$ cat src/rtl/fio_pkg.sv
// Shared definitions for the dfio word/byte stream stages.
package fio_pkg;

  localparam int unsigned DATA_W_DEF = 32;
  localparam int unsigned BYTE_W_DEF = 8;

  // Upper bounds for the width-generic helper below; callers zero-extend into these.
  localparam int unsigned MAX_DATA_W = 256;
  localparam int unsigned MAX_BYTE_W = 64;

  function automatic int unsigned nbytes(input int unsigned data_w, input int unsigned byte_w);
    return data_w / byte_w;
  endfunction

  function automatic int unsigned idx_w(input int unsigned n);
    return (n <= 1) ? 1 : $clog2(n);
  endfunction

  localparam int unsigned NBYTES = nbytes(DATA_W_DEF, BYTE_W_DEF);
  localparam int unsigned IDX_W  = idx_w(NBYTES);

  // Byte lane idx of a word; lsb_first=0 counts lanes from the most significant end.
  function automatic logic [MAX_BYTE_W-1:0] byte_select(
    input logic [MAX_DATA_W-1:0] word,
    input int unsigned           idx,
    input bit                    lsb_first,
    input int unsigned           nb,
    input int unsigned           bw
  );
    int unsigned           sel;
    logic [MAX_DATA_W-1:0] sh;
    logic [MAX_BYTE_W-1:0] mask;
    sel  = lsb_first ? idx : (nb - 1 - idx);
    sh   = word >> (sel * bw);
    mask = (MAX_BYTE_W'(1) << bw) - MAX_BYTE_W'(1);
    return sh[MAX_BYTE_W-1:0] & mask;
  endfunction

endpackage

$ cat src/rtl/word_to_byte_serializer.sv
// Splits dfio words into bytes on a valid/ready stream, with one pending-word slot.
module word_to_byte_serializer
  import fio_pkg::*;
#(
  parameter int unsigned DATA_W    = DATA_W_DEF,
  parameter int unsigned BYTE_W    = BYTE_W_DEF,
  parameter int unsigned LSB_FIRST = 1,
  parameter int unsigned CNT_W     = 16
) (
  input  logic              clk,
  input  logic              rst_n,
  input  logic              in_valid,
  input  logic [DATA_W-1:0] in_data,
  output logic              in_ready,
  output logic              out_valid,
  output logic [BYTE_W-1:0] out_data,
  output logic              out_last,
  input  logic              out_ready,
  output logic              busy,
  output logic [CNT_W-1:0]  word_count
);

  localparam int unsigned NB = nbytes(DATA_W, BYTE_W);
  localparam int unsigned IW = idx_w(NB);

  logic [DATA_W-1:0] act_word;
  logic [DATA_W-1:0] pend_word;
  logic              act_valid;
  logic              pend_valid;
  logic [IW-1:0]     idx;

  logic in_fire;
  logic out_fire;
  logic word_done;

  // Handshake and status decode, all from registered state except the fire terms.
  always_comb begin
    in_ready  = ~pend_valid;
    out_valid = act_valid;
    out_last  = act_valid & (idx == IW'(NB - 1));
    busy      = act_valid | pend_valid;
    in_fire   = in_valid & ~pend_valid;
    out_fire  = act_valid & out_ready;
    word_done = out_fire & out_last;
    out_data  = BYTE_W'(byte_select(MAX_DATA_W'(act_word), 32'(idx), LSB_FIRST != 0, NB, BYTE_W));
  end

  // Active/pending word storage, byte index and completed-word counter.
  // A completing word hands over to pending first, else to a word arriving this cycle.
  always_ff @(posedge clk or negedge rst_n) begin
    if (!rst_n) begin
      act_word   <= '0;
      pend_word  <= '0;
      act_valid  <= 1'b0;
      pend_valid <= 1'b0;
      idx        <= '0;
      word_count <= '0;
    end else begin
      if (out_fire) begin
        if (word_done) begin
          idx        <= '0;
          word_count <= word_count + CNT_W'(1);
          if (pend_valid) begin
            act_word   <= pend_word;
            pend_valid <= 1'b0;
          end else if (in_fire) begin
            act_word <= in_data;
          end else begin
            act_valid <= 1'b0;
          end
        end else begin
          idx <= idx + IW'(1);
        end
      end
      if (in_fire && !word_done) begin
        if (!act_valid) begin
          act_word  <= in_data;
          act_valid <= 1'b1;
          idx       <= '0;
        end else begin
          pend_word  <= in_data;
          pend_valid <= 1'b1;
        end
      end
    end
  end

endmodule

$ cat config.mk
export PLATFORM = sky130hd
export DESIGN_NAME = word_to_byte_serializer
export DESIGN_NICKNAME = d
export VERILOG_FILES = /design/src/rtl/fio_pkg.sv /design/src/rtl/word_to_byte_serializer.sv
export SDC_FILE = /design/constraint.sdc
export NUM_CORES = 1
export LEC_CHECK = 0
export ABC_AREA = 1
export CORE_ASPECT_RATIO = 0.9
export CORE_MARGIN = 3
export CORE_UTILIZATION = 60
export DETAILED_ROUTE_END_ITERATION = 7
export DONT_BUFFER_PORTS = 1
export PLACE_DENSITY = 0.76
export SYNTH_ARGS = -nofsm -noshare
export SYNTH_HDL_FRONTEND = slang
export SYNTH_SLANG_ARGS = --single-unit
$ cat constraint.sdc
create_clock -name clk -period 3.63 [get_ports clk]
set_clock_uncertainty 0.05 [all_clocks]
set_input_delay 0.726 -clock clk [delete_from_list [all_inputs] [get_ports clk]]
set_output_delay 0.726 -clock clk [all_outputs]
set_load 0.05 [all_outputs]
[After elaboration in Yosys (flattened, before gate mapping)]
Index checks and enable logic that the tools add are counted.
Operators by class
  bitwise operators: 6
  $add $sub $neg: 2
  multiplexer cells: 20
  eq/ne operators: 1
  shift operators: 1
  div/mod/pow operators: 0
  order comparisons: 0
  reduce and logical (&&, ||, !) cells: 4
  $mul: 0
Operators by type and width (number)
  $mux 32: 6
  $shr 32x5->8: 1
  $add 16x1->16 const B: 1
  $mux 1: 10
  $mux 2: 4
  $and 1x1->1: 4
  $reduce_and 2->1: 2
  $add 2x1->2 const B: 1
  $eq 2x2->1 const B: 1
  $logic_and 1x1->1: 1
  $logic_not 1->1: 1
  $not 1->1: 1
  $or 1x1->1: 1
Word-level totals
  output and inout port bits: 28
  bits in latches: 0
  memories: 0
  input port bits: 36
  register bits after elaboration: 84
  logic and storage cells: 40
  bits in read-only memories: 0
  bits in writable memories: 0

[Depth between registers and ports, before layout]
Gate-level depths: netlist of run 1.
  depth after elaboration: 8
  gate-level depth with buffers: 10
  gate-level depth less buffers: 9

[Least setup slack after synthesis of run 1]
OpenSTA, ideal clock, no wires.
  path kind: flip-flop to output port
  start: reg idx[0]
  end: out out_data[2]
  required time: 2.854 ns
  cell stages (with the launch flop): 6
  setup slack: 1.192 ns
  buffers on the path: 2
  data arrival time: 1.662 ns
  path through: dfrtp_1 -> buf_2 -> inv_1 -> buf_2 -> o21ai_0 -> o22ai_1
Between the ends
  cells in the longest elaborated chain, start to end: 1
Ends and longest elaborated chain
  start, declared: line word_to_byte_serializer.sv:30  | logic [IW-1:0] idx;
  start signal, assigned: line word_to_byte_serializer.sv:72  | idx <= idx + IW'(1);
  $shr 32x5->8: line fio_pkg.sv:34  | sh = word >> (sel * bw);
  end, declared: line word_to_byte_serializer.sv:16  | output logic [BYTE_W-1:0] out_data,
No other way between the ends.

[Final worst setup path of run 1]
  start: reg idx[0]
  end: out out_data[0]
Same word-level chain as after synthesis.

==> results of run 1 <==
## logic make-up (layout without fill, tap and decap cells)
logic type / count (synthesis) / count (layout) / synth area share
AOI/OAI and AO/OA: 121 / 121 / 0.152
xor gates and xnor gates: 8 / 8 / 0.0155
adders and majority gates: 2 / 2 / 0.00554
buffers and inverters: 90 / 86 / 0.101
DFF: 84 / 84 / 0.465
muxes: 1 / 1 / 0.00249
and+or+nand+nor: 286 / 286 / 0.259
## layout by cell type, fill, tap and decap left out, drive strengths merged
master	Yosys	final
a21oi	1	1
buf	23	14
clkbuf	11	9
clkinv	1	5
clkinvlp	0	2
dfrtp	84	84
ha	2	2
inv	55	56
mux2	1	1
nand2	227	227
nand3	11	11
nand3b	1	1
nand4	5	5
nor2	39	39
nor3	3	3
o211ai	1	1
o21ai	84	84
o22ai	8	8
o31ai	27	27
xnor2	3	3
xor2	5	5
## routing by layer
metal | routed length [um] | track usage | share of wire
met5 | 0 | 0 | 0
met4 | 189 | 0.0893 | 0.018
met3 | 665 | 0.0678 | 0.064
met2 | 4940 | 0.416 | 0.48
met1 | 4600 | 0.333 | 0.44
## worst max-delay path, delay by kind of cell, from the launching register on
family          cells  cell delay, ns
compound gates      2            0.43
buf+inv             2            0.55
flops               1            0.69
## final cells by class
class | count | area share
flip-flops and latches | 84 | 0.448
inverters | 56 | 0.0451
clock buffers | 9 | 0.0264
well taps | 93 | 0.0248
repair buffers | 14 | 0.0267
multi-input cells | 418 | 0.418
clock inverters | 7 | 0.0109
## final timing paths
kind | from | endpoint | slack (ns) | cells past startpoint
max | idx[0] | out_data[0] | 0.82 | 4
min | rst_n | word_count[13] | 0.21 | 1
max reg2reg | idx[0] | act_word[29] | 1.17 | 8
min reg2reg | pend_word[9] | pend_word[9] | 0.44 | 2
max in group asynchronous | rst_n | out_valid | 2.98 | 1
min in group clk | pend_word[9] | pend_word[9] | 0.44 | 2
## sequential cells by signal, indices dropped and copies added, names as in the netlist, named ones only
register    cells
act_word       32
idx             2
pend_word      32
out_valid       1
word_count     16
## report_power, final
group | switching (mW) | internal (mW) | leakage (nW)
clock network | 0.359 | 0.251 | 0.0856
registers | 0.405 | 1.28 | 1.07
logic | 1.10 | 0.550 | 1.23
total | 1.87 | 2.08 | 2.38
## per-stage QoR
step            util  setup WS, ns
3_3_place_gp   0.625          1.30
4_1_cts        0.653         0.893
6_report       0.653         0.818
2_1_floorplan      -          1.19
3_5_place_dp   0.625          1.21
5_1_grt        0.653         0.665
## timing repair
item / 4_1_cts / 5_1_grt
endpoints found under the hold margin: 84 / 0
hold buffers: 1 / 0
buffers inserted: 0 / 0
==> flow_metrics.tcl, run 1 <==
set metrics [dict create \
    status "finished clean" \
    hold_slack_ns 0.213 \
    start_util 0.629 \
    synthToLayoutAreaGrowth_pct 3.85 \
    drive_above_1_share 0.0799 \
    synth_top_area_share 0.465 \
    path_cells "inv_1 -> o21ai_0 -> o22ai_1 -> buf_4" \
    finalMaxSlewViolations 0 \
    synthFlopType "dfrtp_1" \
    finalSetupViolCount 0 \
    grt_max_degree 85 \
    wl_per_cell_um 15.3 \
    synth_top_area_cell "dfrtp_1" \
    first_pass_iters 5 \
    hold_viol_final 0 \
    leakage_nw 2.38 \
    maxSlewHeadroom 0.505 \
    routabilityCongestion 0.823 \
    syn_area_sq_um 4520 \
    routed_wl_mm 10.4 \
    rows 29 \
    max_stage_delay_ns 0.69 \
    design_area_sq_um 4690 \
    ys_seq_area_frac 0.465 \
    final_nets 621 \
    startpoint_type "flip-flop" \
    diodes 0 \
    clock_sinks 84 \
    multiInputGateArea_sq_um 1960 \
    placed_cells 664 \
    yosysMostFrequentCell "nand2_1" \
    cts_buffer_depth 2 \
    port_buffers 0 \
    period_share 0.775 \
    ctsResizeCount 0 \
    core_region_area_sq_um 7180 \
    via_per_inst 5.61 \
    cp_slowest_cell "dfrtp_1" \
    groute.usage.overall 0.254 \
    cts_buffers 9 \
    post-route-drc-count 0 \
    place_area_sq_um 4490 \
    rsz0062_at_grt "false" \
    drt_iter0_markers 286 \
    grt_antenna_before_repair 0 \
    worstSetupPathType "reg -> out" \
    ys_seq_elements 84 \
    max_freq_ghz 0.356 \
    io_pins 64 \
    gr-total-overflow 0 \
    synth_edf_count 0 \
    die_area_sq_um 8610 \
    min_period_ns 2.81 \
    final_cells 681 \
    die_h_um 88.3 \
    min_path_type "in -> async" \
    nFillCells 667 \
    critical_path.max_fanout 20 \
    synth_nets 630 \
    die_w_um 97.5 \
    insertion_delay_ns 0.36 \
    htree_num_levels 3 \
    ys_top_cells_by_area "dfrtp_1, nand2_1, o21ai_0" \
    grt_pass1_wl_mm 17.4 \
    hpwl_mm 6.82 \
    synth_common_cells "nand2_1, dfrtp_1, o21ai_0, inv_1, nor2_1" \
    required_ns 2.85 \
    crit_path_end_kind "output pin" \
    cts_root_buf "clkbuf_8" \
    syn_inst 592 \
    syn_avg_cell_area_sq_um 7.63 \
    synth-async-reset-ratio 1.00 \
    ys_types 30 \
    worst_slew_pin_slew_ns 0.740 \
    max-vdd-ir-drop_v 0.000589 \
    clkTransAtPathRegs_ns 0.09 \
    cts_tree "yes" \
    total_power_mw 3.95 \
    ant_nets 0 \
    cap_violations 0 \
    regArea_sq_um 2100 \
    cp.arrival_ns 2.04 \
    finalSetupTns_ns 0 \
    power_density_nw_per_um2 842 \
    vias 3821 \
    grt_pass1_vias 3547 \
    ys_warn_count 0 \
]
(Power assumes the default switching activity.)
==> run 2, diff against run 1 <==
--- a/config.mk
+++ b/config.mk
@@ -8,10 +8,10 @@
 export ABC_AREA = 1
 export CORE_ASPECT_RATIO = 0.9
 export CORE_MARGIN = 3
-export CORE_UTILIZATION = 60
+export CORE_UTILIZATION = 57
 export DETAILED_ROUTE_END_ITERATION = 7
 export DONT_BUFFER_PORTS = 1
-export PLACE_DENSITY = 0.76
+export PLACE_DENSITY = 0.75
 export SYNTH_ARGS = -nofsm -noshare
 export SYNTH_HDL_FRONTEND = slang
 export SYNTH_SLANG_ARGS = --single-unit
==> constraint.sdc (replaced) <==
create_clock -name clk -period 2.4 [get_ports clk]
set_clock_uncertainty 0.05 [all_clocks]
set_input_delay 0.48 -clock clk [delete_from_list [all_inputs] [get_ports clk]]
set_output_delay 0.48 -clock clk [all_outputs]
set_load 0.05 [all_outputs]
==> run 2 against run 1 <==
Effect of this change:
- the flow now finishes with violations (hold timing)
- critical endpoint is now out_data[2]
- global-route usage fell by 1.9 points
- highest routed layer unchanged
- largest cell class unchanged
- clock-buffer cell count grew 4
- non-clock buffer count grew 14
==> flow_metrics.tcl, run 2 (synthesized netlist as in run 1, its figures left out) <==
set metrics [dict create \
    clkTransAtPathRegs_ns 0.08 \
    synthToLayoutAreaGrowth_pct 6.45 \
    finalSetupTns_ns 0 \
    place_area_sq_um 4610 \
    status "complete, but fails checks" \
    preCtsSetupSlack_ns 0.456 \
    path_cells "inv_1 -> o21ai_0 -> o22ai_1 -> buf_4" \
    p_switching_mw 2.74 \
    cts_buffer_depth 2 \
    critPathLaunch "idx[0]" \
    reg_top3 "act_word (32), pend_word (32), word_count (16)" \
    clock_sinks 84 \
    cts_buffers 9 \
    rows 30 \
    multiInputGateArea_sq_um 1960 \
    failed_checks "hold timing" \
    seqPwrFrac 0.383 \
    worst_slack_ns 0.169 \
    max-vdd-ir-drop_v 0.00102 \
    placed_cells 682 \
    ctsResizeCount 0 \
    diodes 0 \
    required_ns 1.87 \
    nFillCells 672 \
    drive_above_1_share 0.0980 \
    hold_viol_final 84 \
    grt_antenna_before_repair 0 \
    die_area_sq_um 9030 \
    final_cells 698 \
    cts_root_buf "clkbuf_8" \
    vias 3721 \
    die_w_um 99.9 \
    sw_frac_of_total 0.447 \
    leakage_nw 2.45 \
    grt_max_degree 85 \
    routed_wl_mm 9.92 \
    final_common_cell "nand2_1" \
    final_nets 635 \
    insertion_delay_ns 0.35 \
    first_pass_iters 5 \
    groute.usage.overall 0.235 \
    htree_num_levels 3 \
    wl_per_cell_um 14.2 \
    rr_startpoint "idx[1]" \
    routabilityCongestion 0.919 \
    startpoint_type "flip-flop" \
    cts_setup_buffers 0 \
    finalMaxSlewViolations 0 \
    utilization 0.631 \
    min_period_ns 2.23 \
    cap_violations 0 \
    max_freq_ghz 0.448 \
    io_pins 64 \
    max_stage_delay_ns 0.43 \
    gr-total-overflow 0 \
    period_share 0.930 \
    crit_family "buffers and inverters" \
    combPwrFrac 0.447 \
    cts_tree "yes" \
    p_clk_frac 0.170 \
    design_area_sq_um 4810 \
    hold_slack_ns -0.240 \
    port_buffers 0 \
    via_per_inst 5.33 \
    cp.depth 4 \
    drt_iter0_markers 255 \
    layout_common_cells "nand2_1, dfrtp_1, o21ai_0, inv_1, nor2_1" \
    crit_buf_inv 2 \
    start_util 0.593 \
    maxSlewHeadroom 0.596 \
    critical_path.max_fanout 16 \
    post-route-drc-count 0 \
    worst_slew_pin_slew_ns 0.605 \
    grt_pass1_vias 3501 \
    finalSetupViolCount 0 \
    worstSetupPathType "reg -> out" \
    grt_pass1_wl_mm 17.1 \
    reg2reg_depth 8 \
    cp_slowest_cell "dfrtp_1" \
    internal_power_mw 3.39 \
    ant_nets 0 \
    hpwl_mm 6.63 \
    core_region_area_sq_um 7620 \
    crit_path_end_kind "output pin" \
    die_h_um 90.5 \
    rsz0062_at_grt "false" \
    cp.arrival_ns 1.70 \
    regArea_sq_um 2100 \
    power_density_nw_per_um2 1270 \
    min_path_type "in -> async" \
    total_power_mw 6.12 \
]
-- run 2: power groups by stage --
| stage | Sequential [mW] | Clock [mW] | Combinational (mW) |
|---|---|---|---|
| global placement | 2.35 | 0 | 2.67 |
| CTS | 2.34 | 1.07 | 2.74 |
| detailed placement | 2.36 | 0 | 2.73 |
| floorplan | 2.34 | 0 | 2.12 |
| global route | 2.42 | 1.14 | 3.07 |
| finish | 2.35 | 1.04 | 2.74 |
-- run 2: area by class of cell --
cell class / count / area share
flip-flops and latches: 84 / 0.437
inverters: 56 / 0.0440
clock inverters: 3 / 0.00936
repair buffers: 28 / 0.0437
multi-input cells: 418 / 0.408
well taps: 96 / 0.0250
clock buffers: 13 / 0.0330
-- run 2: layer usage --
layer	GRT usage	up-vias	share of wire
li1	-	1899	-
met1	0.329	1698	0.47
met2	0.358	113	0.45
met3	0.0687	11	0.060
met4	0.0648	0	0.016
met5	0	-	0
-- run 2: worst reg2reg max path, stage by stage, from the launching register on --
cell and delay (ns):
dfrtp_1 0.49, ha_1 0.31, nand3_4 0.20, nor2_2 0.06, inv_2 0.40, nand2_1 0.11, nand2_1 0.09, nand2_1 0.06
o31ai_1 0.11
-- run 2: final timing paths --
path | slack (ns) | to
worst min-delay path | -0.24 | word_count[6]
min in group clk | 0.25 | act_word[13]
max in group asynchronous | 2.37 | pend_word[16]
worst max-delay path | 0.17 | out_data[2]
worst min register to register | 0.44 | pend_word[3]
worst max register to register | 0.40 | act_word[29]
==> run 3, diff against run 2 <==
--- a/config.mk
+++ b/config.mk
@@ -6,6 +6,7 @@
 export NUM_CORES = 1
 export LEC_CHECK = 0
 export ABC_AREA = 1
+export CAP_MARGIN = 20
 export CORE_ASPECT_RATIO = 0.9
 export CORE_MARGIN = 3
 export CORE_UTILIZATION = 57
==> results of run 3 <==
Final layout, timing and power as in run 2 (identical DEF).
